**src/rtl/gb_cpu_bus_bridge.sv**
```systemverilog
// gb_cpu_bus_bridge
// Turns each GB-mode CPU memory access into a single req/ack transaction
// toward the system memory arbiter. It stretches the CPU's T2 through
// cpu_wait_n until memory answers. Interrupt-acknowledge cycles are answered
// locally with int_vector, and I/O reads return IDLE_DATA.
//
// Optional feature: define GB_BUS_TIMEOUT_EN to add a REQ timeout.
// That build also adds the TIMEOUT_CYC parameter and the sticky timeout_err
// output. Without it, REQ waits for mem_ack indefinitely.
//
// Ports:
//   clk, reset                  clock; synchronous active-high reset
//   cpu_a, cpu_dout             CPU address / write data
//   cpu_mreq_n, cpu_iorq_n,
//   cpu_rd_n, cpu_wr_n,
//   cpu_m1_n                    CPU strobes (active low)
//   cpu_di                      registered read data to the CPU
//   cpu_wait_n                  combinational wait request (active low)
//   int_vector                  byte returned on interrupt acknowledge
//   mem_req, mem_we,
//   mem_addr, mem_wdata         request toward the arbiter; held stable while mem_req
//   mem_ack, mem_rdata          one-cycle acknowledge; read data valid with ack
//   busy                        high while a transaction is in flight (REQ or DONE)
//   timeout_err                 (GB_BUS_TIMEOUT_EN only) sticky timeout flag
//
// Handshake: mem_req is a level that rises the clock after the CPU strobe
// and stays high until the cycle in which mem_ack is seen. mem_we, mem_addr
// and mem_wdata do not change while mem_req is high.
module gb_cpu_bus_bridge #(
`ifdef GB_BUS_TIMEOUT_EN
    parameter int         TIMEOUT_CYC = 255,
`endif
    parameter logic [7:0] IDLE_DATA   = 8'hFF
) (
    input  logic        clk,
    input  logic        reset,
`ifdef GB_BUS_TIMEOUT_EN
    output logic        timeout_err,
`endif
    input  logic [15:0] cpu_a,
    input  logic [7:0]  cpu_dout,
    input  logic        cpu_mreq_n,
    input  logic        cpu_iorq_n,
    input  logic        cpu_rd_n,
    input  logic        cpu_wr_n,
    input  logic        cpu_m1_n,
    output logic [7:0]  cpu_di,
    output logic        cpu_wait_n,
    input  logic [7:0]  int_vector,
    output logic        mem_req,
    output logic        mem_we,
    output logic [15:0] mem_addr,
    output logic [7:0]  mem_wdata,
    input  logic        mem_ack,
    input  logic [7:0]  mem_rdata,
    output logic        busy
);

    typedef enum logic [1:0] {
        ST_IDLE = 2'd0,
        ST_REQ  = 2'd1,
        ST_DONE = 2'd2
    } state_e;

    state_e      state_q, state_d;
    logic        mem_req_q, mem_req_d;
    logic        mem_we_q, mem_we_d;
    logic [15:0] mem_addr_q, mem_addr_d;
    logic [7:0]  mem_wdata_q, mem_wdata_d;
    logic [7:0]  cpu_di_q, cpu_di_d;

    logic start;
    logic int_ack;
    logic io_read;
    logic timeout_hit;

    assign start   = (state_q == ST_IDLE) & ~cpu_mreq_n & (~cpu_rd_n | ~cpu_wr_n);
    assign int_ack = ~cpu_m1_n & ~cpu_iorq_n;
    assign io_read = ~cpu_iorq_n & cpu_m1_n & ~cpu_rd_n;

`ifdef GB_BUS_TIMEOUT_EN
    localparam logic [7:0] TIMEOUT_LAST = 8'(TIMEOUT_CYC - 1);

    logic [7:0] cnt_q, cnt_d;
    logic       timeout_err_q, timeout_err_d;

    // cnt_q holds the number of REQ cycles already completed. The timeout
    // fires at the end of the TIMEOUT_CYC-th REQ cycle. An ack in that same
    // cycle still wins.
    assign timeout_hit = (state_q == ST_REQ) & ~mem_ack & (cnt_q == TIMEOUT_LAST);

    always_comb begin
        cnt_d         = cnt_q;
        timeout_err_d = timeout_err_q | timeout_hit;
        if (start) begin
            cnt_d = 8'd0;
        end else if (state_q == ST_REQ) begin
            cnt_d = cnt_q + 8'd1;
        end
    end

    always_ff @(posedge clk) begin
        if (reset) begin
            cnt_q         <= 8'd0;
            timeout_err_q <= 1'b0;
        end else begin
            cnt_q         <= cnt_d;
            timeout_err_q <= timeout_err_d;
        end
    end

    assign timeout_err = timeout_err_q;
`else
    assign timeout_hit = 1'b0;
`endif

    always_comb begin
        state_d     = state_q;
        mem_req_d   = mem_req_q;
        mem_we_d    = mem_we_q;
        mem_addr_d  = mem_addr_q;
        mem_wdata_d = mem_wdata_q;
        cpu_di_d    = cpu_di_q;
        case (state_q)
            ST_IDLE: begin
                if (start) begin
                    state_d     = ST_REQ;
                    mem_req_d   = 1'b1;
                    // rd_n and wr_n both low is treated as a write.
                    mem_we_d    = ~cpu_wr_n;
                    mem_addr_d  = cpu_a;
                    mem_wdata_d = cpu_dout;
                end else if (int_ack) begin
                    cpu_di_d = int_vector;
                end else if (io_read) begin
                    cpu_di_d = IDLE_DATA;
                end
            end
            ST_REQ: begin
                if (mem_ack) begin
                    state_d   = ST_DONE;
                    mem_req_d = 1'b0;
                    if (!mem_we_q) begin
                        cpu_di_d = mem_rdata;
                    end
                end else if (timeout_hit) begin
                    state_d   = ST_DONE;
                    mem_req_d = 1'b0;
                    cpu_di_d  = IDLE_DATA;
                end
            end
            ST_DONE: begin
                // Stay here until the strobe is released so one CPU access
                // produces exactly one memory transaction.
                if (cpu_rd_n && cpu_wr_n) begin
                    state_d = ST_IDLE;
                end
            end
            default: begin
                state_d   = ST_IDLE;
                mem_req_d = 1'b0;
            end
        endcase
    end

    always_ff @(posedge clk) begin
        if (reset) begin
            state_q     <= ST_IDLE;
            mem_req_q   <= 1'b0;
            mem_we_q    <= 1'b0;
            mem_addr_q  <= 16'h0000;
            mem_wdata_q <= 8'h00;
            cpu_di_q    <= IDLE_DATA;
        end else begin
            state_q     <= state_d;
            mem_req_q   <= mem_req_d;
            mem_we_q    <= mem_we_d;
            mem_addr_q  <= mem_addr_d;
            mem_wdata_q <= mem_wdata_d;
            cpu_di_q    <= cpu_di_d;
        end
    end

    // Wait is combinational so the CPU sees it in the same T2 the strobe appears.
    assign cpu_wait_n = ~(start | (state_q == ST_REQ));
    assign mem_req    = mem_req_q;
    assign mem_we     = mem_we_q;
    assign mem_addr   = mem_addr_q;
    assign mem_wdata  = mem_wdata_q;
    assign cpu_di     = cpu_di_q;
    assign busy       = (state_q != ST_IDLE);

endmodule
```
**config.mk**
```make
export PLATFORM = sky130hd
export DESIGN_NAME = gb_cpu_bus_bridge
export DESIGN_NICKNAME = d
export VERILOG_FILES = /design/src/rtl/gb_cpu_bus_bridge.sv
export SDC_FILE = /design/constraint.sdc
export NUM_CORES = 1
export LEC_CHECK = 0
export BUFFER_PORTS_ARGS = -buffer_cell sky130_fd_sc_hd__buf_2
export CAP_MARGIN = 30
export CORE_AREA = 2 2 65 67
export CTS_CLUSTER_SIZE = 25
export DETAILED_ROUTE_END_ITERATION = 16
export DIE_AREA = 0 0 67 69
export MAX_ROUTING_LAYER = met4
export PLACE_DENSITY = 0.72
export SETUP_SLACK_MARGIN = 0.05
export SYNTH_ARGS = -nofsm -noshare
export SYNTH_HDL_FRONTEND = slang
export SYNTH_SLANG_ARGS = --single-unit
```
**constraint.sdc**
```tcl
create_clock -name clk -period 1.5 [get_ports clk]
set_clock_uncertainty 0.2 [all_clocks]
set_input_delay 0.3 -clock clk [delete_from_list [all_inputs] [get_ports clk]]
set_output_delay 0.3 -clock clk [all_outputs]
set_load 0.01 [all_outputs]
```
Word-level counts from Yosys, hierarchy flattened. Index checks and enable logic that the tools add are counted.

Register bits: 36. Input bits: 48. Output and inout bits: 36. Logic and storage cells: 49.

Equal/unequal tests: 8. Mux-type cells: 13. Bitwise gates (word level): 14. Reductions and logical operators: 8.

Operators with widths (count): 8-bit 2-to-1 mux (5); 8-bit one-hot mux with 2 select lines (1); 2-bit != test (second input constant) (5); 1-bit NOT (7); 2-bit 2-to-1 mux (3); 2-bit one-hot mux with 3 select lines (1); 3-bit AND reduction (2); 1-bit AND (5); 5-bit AND reduction (1); 2-bit nonzero test (2); 3-bit != test (second input constant) (1); 1-bit one-hot mux with 3 select lines (1); 2-bit by 1-bit == test with 1-bit output (second input constant) (1); 2-bit == test (second input constant) (1); 2-bit zero test (1); 1-bit 2-to-1 mux (2); 1-bit OR (2); 2-bit AND reduction (1); 1-bit logical AND (1).

Longest topological paths before layout. Gate-level depths: netlist of the first run.

Word-level depth: 7. Mapped depth: 7. Depth with buffers taken out: 4.

Least setup slack after synthesis of the first run. No wires, ideal clock.

Path kind: register -> register. From: register state_q[0]. To: register mem_addr_q[6], in the netlist mem_addr[6]. Library setup time: 0.132 ns. Arrival: 1.219 ns. Data required time: 1.168 ns. Slack: -0.051 ns. Cell stages (with the launch flop): 8. Buffers on the path: 3. Period minus slack after synthesis: 1.551 ns. Cell sequence: dfxtp_1 > buf_6 > or2_4 > nand2b_1 > buf_2 > buf_6 > nand2_1 > a21oi_1.

Word-level cells in the longest chain between the ends: 4.

Ends and longest elaborated chain: start: declaration (RTL line 65) `state_e state_q, state_d;`; start signal: assignment (RTL line 175) `state_q <= state_d;`; 2-bit zero test * (RTL line 77, 124); 1-bit AND (2 in series) (RTL line 77) `assign start = (state_q == ST_IDLE) & ~cpu_mreq_n & (~cpu_rd_n | ~cpu_wr_n);`; 2-bit AND reduction (no line) *; end signal: assignment (RTL line 178) `mem_addr_q <= mem_addr_d;`; end: declaration (RTL line 68) `logic [15:0] mem_addr_q, mem_addr_d;`.

Every way passes the cells marked *; elsewhere a longest branch is shown, timed or not. A chain may end at the register's enable or synchronous reset.

Worst setup path after layout of the first run.
From: register state_q[0]. To: output port busy.

Word-level cells in the longest chain between the ends: 1.

Ends and longest elaborated chain: 2-bit nonzero test (RTL line 191) `assign busy = (state_q != ST_IDLE);`; end: declaration (RTL line 56) `output logic busy`.

Every way passes these cells.

==> flow_summary.toml, run 1 <==
[run_status]
status = "finished with violations"
violations = "setup timing"

[timing]
hold_viol = 0
fmax_ghz = 0.650
slew_headroom = 0.500
min_period_ns = 1.54
timing.final.crit_share = 1.03
worst_slew_pin_slew_ns = 0.750
slew_viol_final = 0
finalSetupViolCount = 6
finalWorstSetupSlack_ns = -0.0380
rsz0062_at_grt = "yes"

[place]
placedCellCount = 295
gp_congestion = 0.787
io_buffer_count = 83
dp_hpwl_um = 2540
dp_slack_ns = -0.112
dpl-instance-area_um2 = 1950

[clock_tree]
clkLatencyLatePin_ns = 0.28
cts_tree = "built"
cts_buffer_depth = 2
cts_made_buffers = 5
ctsHoldBuffers = 0
clock-sinks = 36
clockRootBuffer = "clkbuf_8"
clk_pin_slew_worst_paths_ns = 0.07
htreeDepth = 2

[critical_path]
cp-endpoint = "busy"
path_cells = "or2_4, buf_6"
critical_path.slowest_cell = "dfxtp_4"
cp.required_ns = 1.00
r2r_end = "cpu_di[0]"
cp.arrival_ns = 1.04
crit_path_max_fanout = 7
critPathKind = "reg -> out"
worstSetupEndpointType = "primary output"
cp-start-kind = "flip-flop"
critPathLaunch = "state_q[0]"
rr_worst_depth = 4
regToRegSetupSlack_ns = -0.01
crit_path_max_incr_delay_ns = 0.37
rr_startpoint = "state_q[0]"

[finish]
multi_input_area_um2 = 739
postLayoutCellArea_um2 = 2200
instances_no_fill = 306
diodes = 0
layout_commonest_cell = "buf_2"
mostFrequentLayoutCells = "buf_2 (82), nand2_1 (37), dfxtp_1 (33), a21oi_1 (19)"
seq_area_um2 = 727
syn_to_final_growth_pct = 51.5
n_fill_cell = 388
finalNetCount = 303
drive_above_1_share = 0.531

[grt]
track_usage = 0.172
grt_antenna_before_repair = 0
grt_max_degree = 37
grt_pass1_wl_um = 6050
gr-total-overflow = 0
first_global_vias = 1373

[floorplan]
core_um2 = 3910
die_area_um2 = 4620
rows = 23
initial_core_util = 0.371
die_h_um = 69
ios = 84
die_x_um = 67

[route]
antenna_left = 0
first_iter_violations = 59
wirelength_um = 3740
dr.pass1.iters = 4
avgViaCountPerCell = 4.77
wl_per_cell_um = 12.2
vias = 1460
drcViolationCount = 0

[synthesis]
yosys_warnings = 0
synth_nets = 211
synthCells = 163
netlist_area_um2 = 1450
ys_ff_latch = 36
synth_seq_area_share = 0.497
avgSynthCellArea_um2 = 8.90
synth_cell_types = 25

[power_and_ir_drop]
p_leak_nw = 1.01
pwr-share-comb = 0.222
vdd_drop_max_v = 0.000476
swShare = 0.274
internal-power_mw = 1.65
switching_power_mw = 0.626
pwr-share-seq = 0.468
powerDensity_nw_per_um2 = 1040
p_clk_frac = 0.310

[job]
cap_violations = 0

[hold_path]
min_path_type = "in -> reg"
hold_path_depth = 3
-- synthesized netlist by cell type (all sizes together) --
library cell  count  area (um2)
inv               2        7.51
o221a             9         110
a211o             9        78.8
nor3              1        5.00
dfxtp            36         721
or2               1        8.76
a21oi            28         140
nor2              6        30.0
and3b             1        8.76
clkbuf            4        15.0
a21o              1        7.51
nand2b            2        12.5
nand2            49         186
buf               7        68.8
a211oi            3        27.5
nand3             1        5.00
o21ai             2        10.0
a2bb2oi           1        8.76
-- layer usage --
layer	up-vias	share of wire	GRT usage	routed length [um]
li1	749	-	-	-
met1	654	0.44	0.208	1630
met2	53	0.49	0.267	1810
met3	4	0.067	0.0440	250
met4	0	0.012	0.0726	46
met5	-	0	-	0
-- area by class of cell --
type	count	share of cell area
multi-input combinational	114	0.336
sequential	36	0.331
timing repair buffer	96	0.257
clock buffer	7	0.0393
tap	50	0.0285
inverter	2	0.00455
clock inverter	1	0.00341
-- worst min path at each step --
stage	from	end	slack [ns]
2_1_floorplan	cpu_wr_n	mem_we	0.20
3_3_place_gp	mem_addr[9]	mem_addr[9]	0.24
3_5_place_dp	mem_wdata[4]	mem_wdata[4]	0.24
4_1_cts	cpu_a[15]	mem_addr[15]	0.04
5_1_grt	cpu_dout[5]	mem_wdata[5]	0.03
6_report	cpu_a[1]	mem_addr[1]	0.05
-- timing repair --
item,in CTS,in global routing
setup buffers,2,0
cloned,0,1
endpoints found under the hold margin,0,0
resized for setup,8,27
pin swaps,1,14
endpoints found under the setup margin,10,34
-- per-stage QoR --
| stage | setup TNS, ns | hold slack [ns] | total power, mW | utilization |
|---|---|---|---|---|
| floorplan | -0.0736 | 0.196 | 1.35 | - |
| global placement | -1.26 | 0.237 | 1.53 | 0.499 |
| detailed placement | -1.84 | 0.240 | 1.54 | 0.499 |
| CTS | -0.258 | 0.0406 | 2.27 | 0.531 |
| global route | -0.717 | 0.0348 | 2.41 | 0.562 |
| finish | -0.0756 | 0.0511 | 2.28 | 0.562 |
-- registers in the layout (all words and copies together), names as in the netlist --
signal / count
mem_wdata: 8
cpu_di: 8
state_q: 2
mem_req: 1
mem_we: 1
mem_addr: 16
-- power by group through the flow --
| stage | Sequential [mW] | Combinational [mW] | Clock (mW) |
|---|---|---|---|
| final | 1.07 | 0.506 | 0.706 |
| after global routing | 1.08 | 0.555 | 0.778 |
| after CTS | 1.07 | 0.461 | 0.746 |
| after detailed placement | 1.09 | 0.447 | 0 |
| after global placement | 1.09 | 0.442 | 0 |
| after floorplan | 1.12 | 0.230 | 0 |
-- worst max-delay path, delay by kind of cell, from the launching register on --
family | cells | cell delay, ns
flip-flops | 1 | 0.37
AND/OR/NAND/NOR | 1 | 0.26
buffers and inverters | 1 | 0.13
-- cells by family after synthesis --
kind of cell    after synthesis  share of synthesized area
buf+inv                      13                     0.0629
flops                        36                      0.497
compound gates               53                      0.264
simple gates                 61                      0.177
Note: power is estimated with default switching activity, not from simulation.
==> inputs of run 2 (changes only) <==
--- a/config.mk
+++ b/config.mk
@@ -5,14 +5,15 @@
 export SDC_FILE = /design/constraint.sdc
 export NUM_CORES = 1
 export LEC_CHECK = 0
+export ABC_AREA = 1
 export BUFFER_PORTS_ARGS = -buffer_cell sky130_fd_sc_hd__buf_2
 export CAP_MARGIN = 30
-export CORE_AREA = 2 2 65 67
+export CORE_AREA = 2 2 63 65
 export CTS_CLUSTER_SIZE = 25
 export DETAILED_ROUTE_END_ITERATION = 16
-export DIE_AREA = 0 0 67 69
+export DIE_AREA = 0 0 65 67
 export MAX_ROUTING_LAYER = met4
-export PLACE_DENSITY = 0.72
+export PLACE_DENSITY = 0.77
 export SETUP_SLACK_MARGIN = 0.05
 export SYNTH_ARGS = -nofsm -noshare
 export SYNTH_HDL_FRONTEND = slang
==> constraint.sdc (replaced) <==
create_clock -name clk -period 1.43 [get_ports clk]
set_clock_uncertainty 0.2 [all_clocks]
set_input_delay 0.286 -clock clk [delete_from_list [all_inputs] [get_ports clk]]
set_output_delay 0.286 -clock clk [all_outputs]
set_load 0.01 [all_outputs]
==> run 2 against run 1 <==
Net effect: the flow still finishes with violations (setup timing); synthesized cell count up 33%; first-iteration DRC count up 56%; hold slack worse by 0.025 ns; via count up 23%; register-to-register slack worse by 0.19 ns; combinational power up 58%; non-clock buffer count up 7; critical path depth up 3.
==> flow_summary.toml, run 2 <==
[timing]
setup_tns_ns = -4.78
min_period_ns = 1.63
timing.final.crit_share = 1.14
slew_viol_final = 0
fmax_ghz = 0.612
slew_headroom = 0.747
rsz0062_at_grt = "yes"
finalSetupViolCount = 35
whs_ns = 0.0257
worst_slew_pin_slew_ns = 0.377
finalWorstSetupSlack_ns = -0.203
hold_viol = 0

[power_and_ir_drop]
p_leak_nw = 1.35
powerDensity_nw_per_um2 = 1090
vdd_drop_max_v = 0.000611
p_clk_frac = 0.335
switching_power_mw = 0.844
pwr-share-comb = 0.275
swShare = 0.290
pwr-share-seq = 0.390
internal-power_mw = 2.06
design_power_total_mw = 2.91

[synthesis]
synth.area.mux_share = 0
synth_cell_types = 21
synth_area_leaders = "dfxtp_1 (46%), nand2_1 (23%), a21oi_1 (8.3%), nand3_1 (5.8%), inv_1 (3.8%)"
synth_common_cells = "nand2_1 (96), dfxtp_1 (36), a21oi_1 (26), nand3_1 (18), inv_1 (16)"
synth_top_area_cell = "dfxtp_1"
synth_top_family_by_area = "simple AND/OR/NAND/NOR gates"
yosysMostFrequentCell = "nand2_1"
synth_nets = 264
yosys_warnings = 0
netlist_area_um2 = 1560
ys_ff_latch = 36
synth-adder-area-share = 0
synth_compound_area_frac = 0.107
synth_top_area_frac = 0.462
synth_edf_count = 0
avgSynthCellArea_um2 = 7.23
async_reset_ff_frac = 0
synthCells = 216
synthFlopType = "dfxtp_1"
synth_seq_area_share = 0.462
synth_xor_area_frac = 0
synth_simple_gate_area_frac = 0.359

[grt]
first_global_vias = 1663
grt_pass1_wl_um = 6710
grt_antenna_before_repair = 0
track_usage = 0.203
grt_max_degree = 21
gr-total-overflow = 0

[floorplan]
initial_core_util = 0.433
die_h_um = 67
die_x_um = 65
ios = 84
rows = 22
die_area_um2 = 4360
core_um2 = 3610

[critical_path]
cp.arrival_ns = 1.15
critPathKind = "reg -> out"
worstSetupEndpointType = "primary output"
cp.required_ns = 0.94
crit_path_max_fanout = 5
rr_worst_depth = 7
cp-start-kind = "flip-flop"

[clock_tree]
clock-sinks = 36
cts_buffer_depth = 2
clockRootBuffer = "clkbuf_8"
clk_pin_slew_worst_paths_ns = 0.07
cts_tree = "built"
clkLatencyLatePin_ns = 0.28
cts_made_buffers = 5
htreeDepth = 2

[place]
gp_congestion = 0.856
dp_slack_ns = -0.0164
io_buffer_count = 83
placedCellCount = 352
dp_hpwl_um = 3010

[finish]
largest_reg_flops = 16
diodes = 0
n_fill_cell = 275
layout_commonest_cell = "buf_2"
instances_no_fill = 368
mostFrequentLayoutCells = "buf_2 (82), nand2_1 (72), dfxtp_1 (34), a21oi_2 (22)"
finalNetCount = 367
syn_to_final_growth_pct = 71.4
drive_above_1_share = 0.578

[route]
vias = 1799
avgViaCountPerCell = 4.89
wl_per_cell_um = 12.9
dr.pass1.iters = 4
first_iter_violations = 92
wirelength_um = 4760
antenna_left = 0
drcViolationCount = 0

[run_status]
violations = "setup timing"
status = "finished with violations"

[hold_path]
hold_path_depth = 2
min_path_type = "in -> reg"

[job]
cap_violations = 0
==> run 2: cell count changes after synthesis, sizes merged, moves of 2 or more <==
cell | before | now
a211o | 9 | 0
a211oi | 3 | 0
buf | 7 | 4
inv | 2 | 17
nand2 | 49 | 98
nand2b | 2 | 0
nand3 | 1 | 20
o221a | 9 | 0
==> run 2: final timing paths <==
path               startpoint           to  slack [ns]
setup / recovery   state_q[0]   cpu_wait_n       -0.20
setup reg to reg   state_q[0]  mem_addr[0]       -0.20
hold / removal        mem_ack   state_q[0]        0.03
hold reg to reg   mem_addr[5]  mem_addr[5]        0.27
==> run 2: cell families (layout without fill, tap and decap cells) <==
logic type | count (synthesis) | after routing
DFF | 36 | 36
buffers and inverters | 25 | 129
AOI/OAI and AO/OA | 31 | 31
and+or+nand+nor | 124 | 124
==> run 2: repair_timing <==
action                                 4_1_cts  5_1_grt
hold buffers                                 1        0
setup buffers                                2        3
gates resized for setup                      8       74
endpoints found under the hold margin        1        0
setup endpoints to repair                   35       35
pin swaps                                    2       18
gates cloned                                 0        2
==> run 2: area by class of cell <==
class                      count  area [um2]  share of cell area
multi-input combinational    155        1010               0.379
sequential                    36         726               0.271
timing repair buffer         103         679               0.254
clock buffer                   7        96.3              0.0360
inverter                      18        70.1              0.0262
tap                           48        60.1              0.0224
clock inverter                 1        30.0              0.0112
==> run 2: critical path: stages, from the launching register on <==
cell	delay, ns
dfxtp_4	0.37
nor2_4	0.16
nand3b_4	0.09
nand2_2	0.07
inv_1	0.04
buf_2	0.13
==> run 2: metrics by stage <==
stage | utilization | cell area, um2
detailed placement | 0.595 | 2140
global placement | 0.595 | 2140
floorplan | - | 1560
finish | 0.742 | 2680
global route | 0.742 | 2680
CTS | 0.646 | 2330
==> run 2: routing by layer <==
layer / GRT usage / wire length (um)
met1: 0.225 / 1920
met2: 0.362 / 2520
met3: 0.0372 / 256
met4: 0.0771 / 72
met5: - / 0
==> run 2: power by group through the flow <==
stage | registers, mW | clock network, mW | logic (mW)
finish | 1.13 | 0.974 | 0.798
global route | 1.14 | 1.03 | 0.865
CTS | 1.13 | 0.980 | 0.616
detailed placement | 1.15 | 0 | 0.588
global placement | 1.15 | 0 | 0.578
floorplan | 1.19 | 0 | 0.281
